==> src/rtl/rvb_bextdep_iter_if.sv <==
// Valid/ready operand and result channel of the iterative bext/bdep unit.
interface rvb_bextdep_iter_if #(
  parameter int unsigned XLEN = 32
);
  logic            din_valid;
  logic            din_ready;
  logic [XLEN-1:0] din_rs1;
  logic [XLEN-1:0] din_rs2;
  logic            din_insn3;
  logic            din_insn13;
  logic            din_insn14;
  logic            din_insn30;
  logic            dout_valid;
  logic            dout_ready;
  logic [XLEN-1:0] dout_rd;

  // Requester side: offers operations, consumes results.
  modport master (
    output din_valid, din_rs1, din_rs2, din_insn3, din_insn13, din_insn14, din_insn30,
    output dout_ready,
    input  din_ready, dout_valid, dout_rd
  );

  // Execution unit side.
  modport slave (
    input  din_valid, din_rs1, din_rs2, din_insn3, din_insn13, din_insn14, din_insn30,
    input  dout_ready,
    output din_ready, dout_valid, dout_rd
  );
endinterface

==> src/rtl/rvb_bextdep_iter.sv <==
// Iterative bext/bdep unit: scans the mask BPC bits per cycle with a fixed,
// data-independent latency of W/BPC+1 cycles and holds the result until taken.
module rvb_bextdep_iter #(
  parameter int unsigned XLEN = 32,
  parameter int unsigned BPC  = 1
) (
  input  logic                 clock,
  input  logic                 resetn,
  rvb_bextdep_iter_if.slave    bus
);

  localparam int unsigned IW = $clog2(XLEN);
  localparam int unsigned KW = IW + 1;
  localparam logic [IW-1:0] LAST_W32  = IW'(32 - BPC);
  localparam logic [IW-1:0] LAST_FULL = IW'(XLEN - BPC);

  typedef enum logic [1:0] {
    IDLE = 2'd0,
    BUSY = 2'd1,
    WRAP = 2'd2,
    DONE = 2'd3
  } state_t;

  state_t          state_q;
  logic [XLEN-1:0] rs1_q;
  logic [XLEN-1:0] rs2_q;
  logic [XLEN-1:0] acc_q;
  logic [IW-1:0]   i_q;
  logic [KW-1:0]   k_q;
  logic            dep_q;
  logic            w32_q;
  logic            legal_q;
  logic            valid_q;
  logic [XLEN-1:0] rd_q;

  logic            ready;
  logic            accept;
  logic            last;
  logic            w32_in;
  logic [XLEN-1:0] acc_n;
  logic [KW-1:0]   k_n;
  logic [IW-1:0]   idx;
  logic [XLEN-1:0] result;

  // Ready depends only on state and the consumer, never on din_valid.
  assign ready  = (state_q == IDLE) || ((state_q == DONE) && bus.dout_ready);
  assign accept = ready && bus.din_valid;

  assign bus.din_ready  = ready;
  assign bus.dout_valid = valid_q;
  assign bus.dout_rd    = rd_q;

  // W ops only exist on a 64-bit datapath.
  assign w32_in = (XLEN == 32) ? 1'b1 : bus.din_insn3;

  // Final group index depends on the effective width of the latched op.
  assign last = (i_q == (w32_q ? LAST_W32 : LAST_FULL));

  // One BPC-wide slice of the mask scan, ascending bit order.
  always_comb begin
    acc_n = acc_q;
    k_n   = k_q;
    idx   = '0;
    for (int unsigned j = 0; j < BPC; j++) begin
      idx = i_q + IW'(j);
      if (rs2_q[idx]) begin
        if (dep_q) begin
          acc_n[idx] = rs1_q[k_n[IW-1:0]];
        end else begin
          acc_n[k_n[IW-1:0]] = rs1_q[idx];
        end
        k_n = k_n + KW'(1);
      end
    end
  end

  // Result formatting: illegal funct3 yields zero, W ops sign-extend bit 31.
  always_comb begin
    result = '0;
    if (legal_q) begin
      if (w32_q) begin
        result = XLEN'($signed(acc_q[31:0]));
      end else begin
        result = acc_q;
      end
    end
  end

  // Control FSM and datapath registers.
  always_ff @(posedge clock or negedge resetn) begin
    if (!resetn) begin
      state_q <= IDLE;
      rs1_q   <= '0;
      rs2_q   <= '0;
      acc_q   <= '0;
      i_q     <= '0;
      k_q     <= '0;
      dep_q   <= 1'b0;
      w32_q   <= 1'b0;
      legal_q <= 1'b0;
      valid_q <= 1'b0;
      rd_q    <= '0;
    end else begin
      if (accept) begin
        rs1_q   <= bus.din_rs1;
        rs2_q   <= bus.din_rs2;
        dep_q   <= bus.din_insn30;
        w32_q   <= w32_in;
        legal_q <= bus.din_insn14 && bus.din_insn13;
        acc_q   <= '0;
        i_q     <= '0;
        k_q     <= '0;
      end
      case (state_q)
        IDLE: begin
          if (accept) begin
            state_q <= BUSY;
          end
        end
        BUSY: begin
          acc_q <= acc_n;
          k_q   <= k_n;
          i_q   <= i_q + IW'(BPC);
          if (last) begin
            state_q <= WRAP;
          end
        end
        WRAP: begin
          rd_q    <= result;
          valid_q <= 1'b1;
          state_q <= DONE;
        end
        DONE: begin
          if (bus.dout_ready) begin
            valid_q <= 1'b0;
            state_q <= accept ? BUSY : IDLE;
          end
        end
        default: state_q <= IDLE;
      endcase
    end
  end

endmodule
==> src/flat_wrapper.sv <==
// flat-port wrapper written by rule: the top's interface ports become plain ports
module rvb_bextdep_iter_flat 
#(
  parameter int unsigned XLEN = 32,
  parameter int unsigned BPC  = 1
)
  (clock, resetn, bus_din_valid, bus_din_rs1, bus_din_rs2, bus_din_insn3, bus_din_insn13, bus_din_insn14, bus_din_insn30, bus_dout_ready, bus_din_ready, bus_dout_valid, bus_dout_rd);
  rvb_bextdep_iter_if #(.XLEN(XLEN)) bus_i ();
  input  logic clock;
  input  logic resetn;
  input wire logic [$bits(bus_i.din_valid)-1:0] bus_din_valid;
  input wire logic [$bits(bus_i.din_rs1)-1:0] bus_din_rs1;
  input wire logic [$bits(bus_i.din_rs2)-1:0] bus_din_rs2;
  input wire logic [$bits(bus_i.din_insn3)-1:0] bus_din_insn3;
  input wire logic [$bits(bus_i.din_insn13)-1:0] bus_din_insn13;
  input wire logic [$bits(bus_i.din_insn14)-1:0] bus_din_insn14;
  input wire logic [$bits(bus_i.din_insn30)-1:0] bus_din_insn30;
  input wire logic [$bits(bus_i.dout_ready)-1:0] bus_dout_ready;
  output wire logic [$bits(bus_i.din_ready)-1:0] bus_din_ready;
  output wire logic [$bits(bus_i.dout_valid)-1:0] bus_dout_valid;
  output wire logic [$bits(bus_i.dout_rd)-1:0] bus_dout_rd;
  assign bus_i.din_valid = bus_din_valid;
  assign bus_i.din_rs1 = bus_din_rs1;
  assign bus_i.din_rs2 = bus_din_rs2;
  assign bus_i.din_insn3 = bus_din_insn3;
  assign bus_i.din_insn13 = bus_din_insn13;
  assign bus_i.din_insn14 = bus_din_insn14;
  assign bus_i.din_insn30 = bus_din_insn30;
  assign bus_i.dout_ready = bus_dout_ready;
  assign bus_din_ready = bus_i.din_ready;
  assign bus_dout_valid = bus_i.dout_valid;
  assign bus_dout_rd = bus_i.dout_rd;
  rvb_bextdep_iter #(.XLEN(XLEN), .BPC(BPC)) u_core (.clock(clock), .resetn(resetn), .bus(bus_i));
endmodule
==> config.mk <==
export PLATFORM = sky130hd
export DESIGN_NAME = rvb_bextdep_iter_flat
export DESIGN_NICKNAME = d
export VERILOG_FILES = /design/src/rtl/rvb_bextdep_iter_if.sv /design/src/rtl/rvb_bextdep_iter.sv /design/src/flat_wrapper.sv
export SDC_FILE = /design/constraint.sdc
export NUM_CORES = 1
export LEC_CHECK = 0
export CORE_UTILIZATION = 30
export CTS_BUF_LIST = sky130_fd_sc_hd__clkbuf_16
export DETAILED_ROUTE_END_ITERATION = 10
export DONT_BUFFER_PORTS = 1
export PLACE_DENSITY_LB_ADDON = 0.15
export SYNTH_ARGS = -nofsm -noshare
export SYNTH_HDL_FRONTEND = slang
export SYNTH_SLANG_ARGS = --single-unit
==> constraint.sdc <==
create_clock -name clock -period 8 [get_ports clock]
set_clock_uncertainty 0.2 [all_clocks]
set_input_delay 0.4 -clock clock [delete_from_list [all_inputs] [get_ports clock]]
set_output_delay 0.4 -clock clock [all_outputs]
set_load 0.02 [all_outputs]
; After elaboration in Yosys (flattened, before gate mapping)
; Cells that the tools add are included.
[word_totals]
reg_bits = 144
input_bits = 72
output_inout_bits = 34
word_cells = 65
[op_classes]
add_sub_neg = 2
order_cmp = 4
eq_ne = 8
n_mux = 29
n_reduce_logical = 12
[ops]
columns = op, count
row1 = two-way mux 32 bit, 5
row2 = bitwise mux 32 bit, 2
row3 = two-way mux 6 bit, 3
row4 = binary-select mux 1 bit (select 5 bit), 3
row5 = less-than comparator 5 x 6 -> 1 bit (second input constant), 2
row6 = demux 1 bit (select 5 bit), 2
row7 = greater-or-equal comparator 5 x 1 -> 1 bit (second input constant), 2
row8 = two-way mux 5 bit, 2
row9 = case mux 2 bit (4 select lines), 1
row10 = two-way mux 1 bit, 7
row11 = adder 6 x 1 -> 6 bit (second input constant), 1
row12 = two-way mux 2 bit, 3
row13 = inequality test 2 x 1 -> 1 bit (second input constant), 3
row14 = adder 5 x 1 -> 5 bit (second input constant), 1
row15 = == test 5 bit (second input constant), 1
row16 = logical AND 1 bit, 5
row17 = == test 2 bit (second input constant), 2
row18 = AND reduction 2 bit, 2
row19 = nonzero test 2 bit, 2
row20 = AND reduction 3 bit, 1
row21 = == test 2 x 1 -> 1 bit (second input constant), 1
row22 = zero test 2 bit, 1
row23 = inequality test 2 bit (second input constant), 1
row24 = case mux 1 bit (2 select lines), 1
row25 = logical OR 1 bit, 1

; Depth between registers and ports, before layout
[depth]
depth_word = 8
ltp_mapped = 10
mapped_depth_nobuf = 8

; Least setup slack after synthesis
; OpenSTA, ideal clock, no wires.
[synth_path]
path_kind = register to register
start = reg u_core.i_q[0]
end = reg u_core.acc_q[23]
setup_ns = 0.125
arrival_time_ns = 2.290
required_time_ns = 7.675
path_slack_ns = 5.385
stages_incl_launch_ff = 8
path_buffers = 2
synth_period_minus_slack_ns = 2.615
cell_sequence = dfrtp_1 > buf_6 > mux4_2 > a32o_1 > o41a_1 > buf_6 > o21ai_2 > mux2_2
[synth_between]
elab_chain_cells = 8
elab_cells_between_ends = 16
cone_classes = order compare: 2 / eq/ne: 1 / mux: 11 / reduce/logical: 2
[synth_rtl]
columns = item, line_no
row1 = "start, declared", rvb_bextdep_iter.sv:28  ; logic [IW-1:0] i_q;
row2 = "start signal, assigned", rvb_bextdep_iter.sv:123  ; i_q <= i_q + IW'(BPC);
row3 = less-than comparator 5 x 6 -> 1 bit (implied by the code) or greater-or-equal comparator 5 x 1 -> 1 bit (tied branches), rvb_bextdep_iter.sv:68  ; acc_n[idx] = rs1_q[k_n[IW-1:0]];
row4 = logical AND 1 bit (implied by the code), rvb_bextdep_iter.sv:68
row5 = two-way mux 1 bit (implied by the code), rvb_bextdep_iter.sv:68
row6 = demux 1 bit (select 5 bit), n/a
row7 = bitwise mux 32 bit, rvb_bextdep_iter.sv:68
row8 = two-way mux 32 bit, rvb_bextdep_iter.sv:67  ; if (dep_q) begin
row9 = two-way mux 32 bit, rvb_bextdep_iter.sv:66  ; if (rs2_q[idx]) begin
row10 = two-way mux 32 bit, rvb_bextdep_iter.sv:114  ; case (state_q)
row11 = "end signal, assigned", rvb_bextdep_iter.sv:121  ; acc_q <= acc_n;
row12 = "end, declared", rvb_bextdep_iter.sv:27  ; logic [XLEN-1:0] acc_q;
; Several ways; a longest one is shown, not always the timed one. The select of a mux whose other input is x is not followed.
; A chain may end at the register's enable or synchronous reset.

; Worst setup path in the final report
[layout_path]
start = reg u_core.i_q[0]
end = reg u_core.acc_q[15]
; Same word-level chain as after synthesis.

==> results.cfg <==
[outcome]
status = finished, final reports clean

[final_layout]
n_antenna_cell = 0
drive_above_1_share_pct = 18.1
final_cell_count_no_fill = 1102
final_cell_mix = dfrtp_1 (142), mux2_2 (69), dlygate4sd3_1 (69)
n_fill_cell = 2600
nets = 840
syn_to_final_growth_pct = 18.1
final_common_cell = dfrtp_1

[timing]
slew_violations = 0
hold_viol_final = 0
fmax_ghz = 0.272
finalCritPeriodShare_pct = 45.9
fin_crit_ps = 3680
worst_pin_slew_ps = 1160
setup_viol = 0
layout_setup_ws_ps = 4320
setup-tns-final_ps = 0
rsz0062_at_grt = no
whs_ps = 13.6
relSlewSlack_pct = 23.0

[grt]
grt_pass1_wl_um = 35300
grtUsageTotal_pct = 17.1
antenna_found_initial = 0
grt_pass1_vias = 6280
gr-total-overflow = 0
grt_start_max_net_pins = 144

[logic_synthesis]
synth-main-ff-cell = dfrtp_1
postSynthCellCount = 726
muxShareOfSynthArea_pct = 18.8
synth_xor_area_share_pct = 0.221
yosys.area.top_type = dfrtp_1
synth.area.top_cells = dfrtp_1 (45%), mux2_2 (9.8%), mux4_2 (4.5%), mux2i_1 (4.4%), o32a_1 (3.7%)
syn-num-nets = 812
synth_top_family_by_area = multiplexers
post_synth_num_cell_types = 56
synth_edf_count = 0
synth_fa_ha_area_share_pct = 2.21
synthesis.area_um2 = 7920
synth_compound_area_share_pct = 18.3
yosys_warnings = 0
synth_area_per_cell_um2 = 10.9
yosysTopAreaCellShare_pct = 45.2
ys_seq_area_share_pct = 45.2
async_flop_share_pct = 100
synth-seq-cells = 143
yosys.area_share.simple_pct = 9.02

[drt]
drt-vias-per-instance = 5.41
postRouteAntennaNets = 0
route.detailed.wl_per_inst_um = 19.8
drt_iter0_markers = 370
dr.pass1.iters = 4
wl_um = 21800
drcViolationCount = 0
vias = 5967

[clock_tree]
cts_tree = built
holdBufCountCts = 70
insertion_delay_ps = 440
numCtsBuffers = 17
cts_buffer_depth = 2
clk_pin_slew_ps = 70
cts_htree_levels = 4
cts_setup_buffers = 0
cts_sinks = 143
cts_resized = 0
cts_root_buf = clkbuf_16

[floorplan]
start_util_pct = 30.5
boundaryPins = 106
die_h_um = 164
die-area_um2 = 27100
fp.dieW_um = 164
rows = 59
coreArea_um2 = 26000

[worst_setup_path]
reg2reg_setup_slack_ps = 4320
cp.required_ps = 8130
worstReg2RegStart = u_core.i_q[0]
worstSetupEndpointType = flip-flop
reg2reg_depth = 6
path_class = reg2reg
critPathArrivalTime_ps = 3800
r2r_end = u_core.acc_q[15]
critical_path.startpoint = u_core.i_q[0]
cp_max_fo = 65
crit_path_start_kind = flip-flop

[power]
leakage_uw = 0.00356
vdd_drop_max_v = 0.000169
power.total_uw = 3950
power_density_nw_per_um2 = 423

[job]
drv_cap = 0

[placement]
gp_congestion = 0.843
numPortBuffers = 0
dp.cells = 1000
dp_hpwl_um = 14400
dp_slack_ps = 4320

[hold_path]
holdPathStages = 3
hold_class = in2reg
min_to = u_core.i_q[0]
hold_start = bus_din_valid
[synthesized netlist by cell type (2+ instances only)]
library cell    n
o21ai_0        42
nor3_1          3
o32ai_1         3
and4_1          3
or3b_1          4
o31ai_2         3
mux2_2         69
buf_6           9
mux4_2         16
dfrtp_1       143
or2_2           3
o21ai_1         3
nand3_1        51
a22oi_1         6
nand2b_1        9
buf_2           6
buf_4           6
and3_1          3
nor2b_1         6
inv_1          41
a21oi_1        33
o22ai_1         5
or3_1           4
buf_1           9
or3b_2          2
o221ai_1       31
a31oi_1        29
nor2_1         12
clkbuf_1       35
a211oi_1        2
o31ai_1         2
o32a_1         29
mux2i_1        35
nand2_1        34
ha_1           14
[area by class of cell]
cell class | instances | area (µm²) | area share [%]
Clock buffer | 17 | 425 | 4.55
Clock inverter | 15 | 176 | 1.89
Inverter | 42 | 158 | 1.68
Multi-Input combinational cell | 476 | 3850 | 41.1
Sequential cell | 143 | 3580 | 38.3
Tap cell | 335 | 419 | 4.48
Timing Repair Buffer | 74 | 748 | 8.00
[worst max-delay path by stage]
stage | to | depth (start not counted)
floorplan | u_core.acc_q[23] | 7
global placement | u_core.acc_q[15] | 6
detailed placement | u_core.acc_q[15] | 6
CTS | u_core.acc_q[15] | 6
global route | u_core.acc_q[15] | 6
finish | u_core.acc_q[15] | 6
[state kept, by name, summed over array words and instances, names as in the netlist]
signal	cells
u_core.acc_q	32
u_core.bus.dout_rd	32
u_core.rs1_q	32
u_core.rs2_q	32
u_core.i_q	5
u_core.k_q	5
u_core.state_q	2
u_core.bus.dout_valid	1
u_core.dep_q	1
u_core.legal_q	1
[stage by stage]
| step | utilization [%] | cell area, µm² |
|---|---|---|
| finish | 36.0 | 9360 |
| floorplan | - | 7920 |
| global route | 36.0 | 9360 |
| CTS | 36.0 | 9360 |
| global placement | 30.9 | 8040 |
| detailed placement | 30.9 | 8040 |
[power by group]
part | total [µW] | internal, µW | leakage [µW] | switching, µW
clock network | 814 | 469 | 0.000289 | 345
registers | 1510 | 1080 | 0.00177 | 435
logic | 1630 | 716 | 0.00150 | 910
total | 3950 | 2260 | 0.00356 | 1690
[routing by layer]
layer  GRT usage, %  part of all wire [%]
met1           22.5                    46
met2           28.2                    49
met3           3.24                   4.3
met4           5.80                   1.3
met5              0                     0
[logic make-up (layout without fill, tap and decap cells)]
group / after synthesis / count (layout)
compound gates: 201 / 201
xor+xnor: 2 / 2
fa+ha+maj: 14 / 14
buf+inv: 107 / 148
flops: 143 / 143
mux: 120 / 120
simple gates: 139 / 139
[worst max-delay path, stage by stage, from the launching register on]
cell and delay (ps):
dfrtp_2 340, buf_4 520, mux4_2 650, a32o_1 270, o41a_2 940, o21ai_0 260
mux2_2 350
No activity file was read; power rests on OpenSTA's default activity.
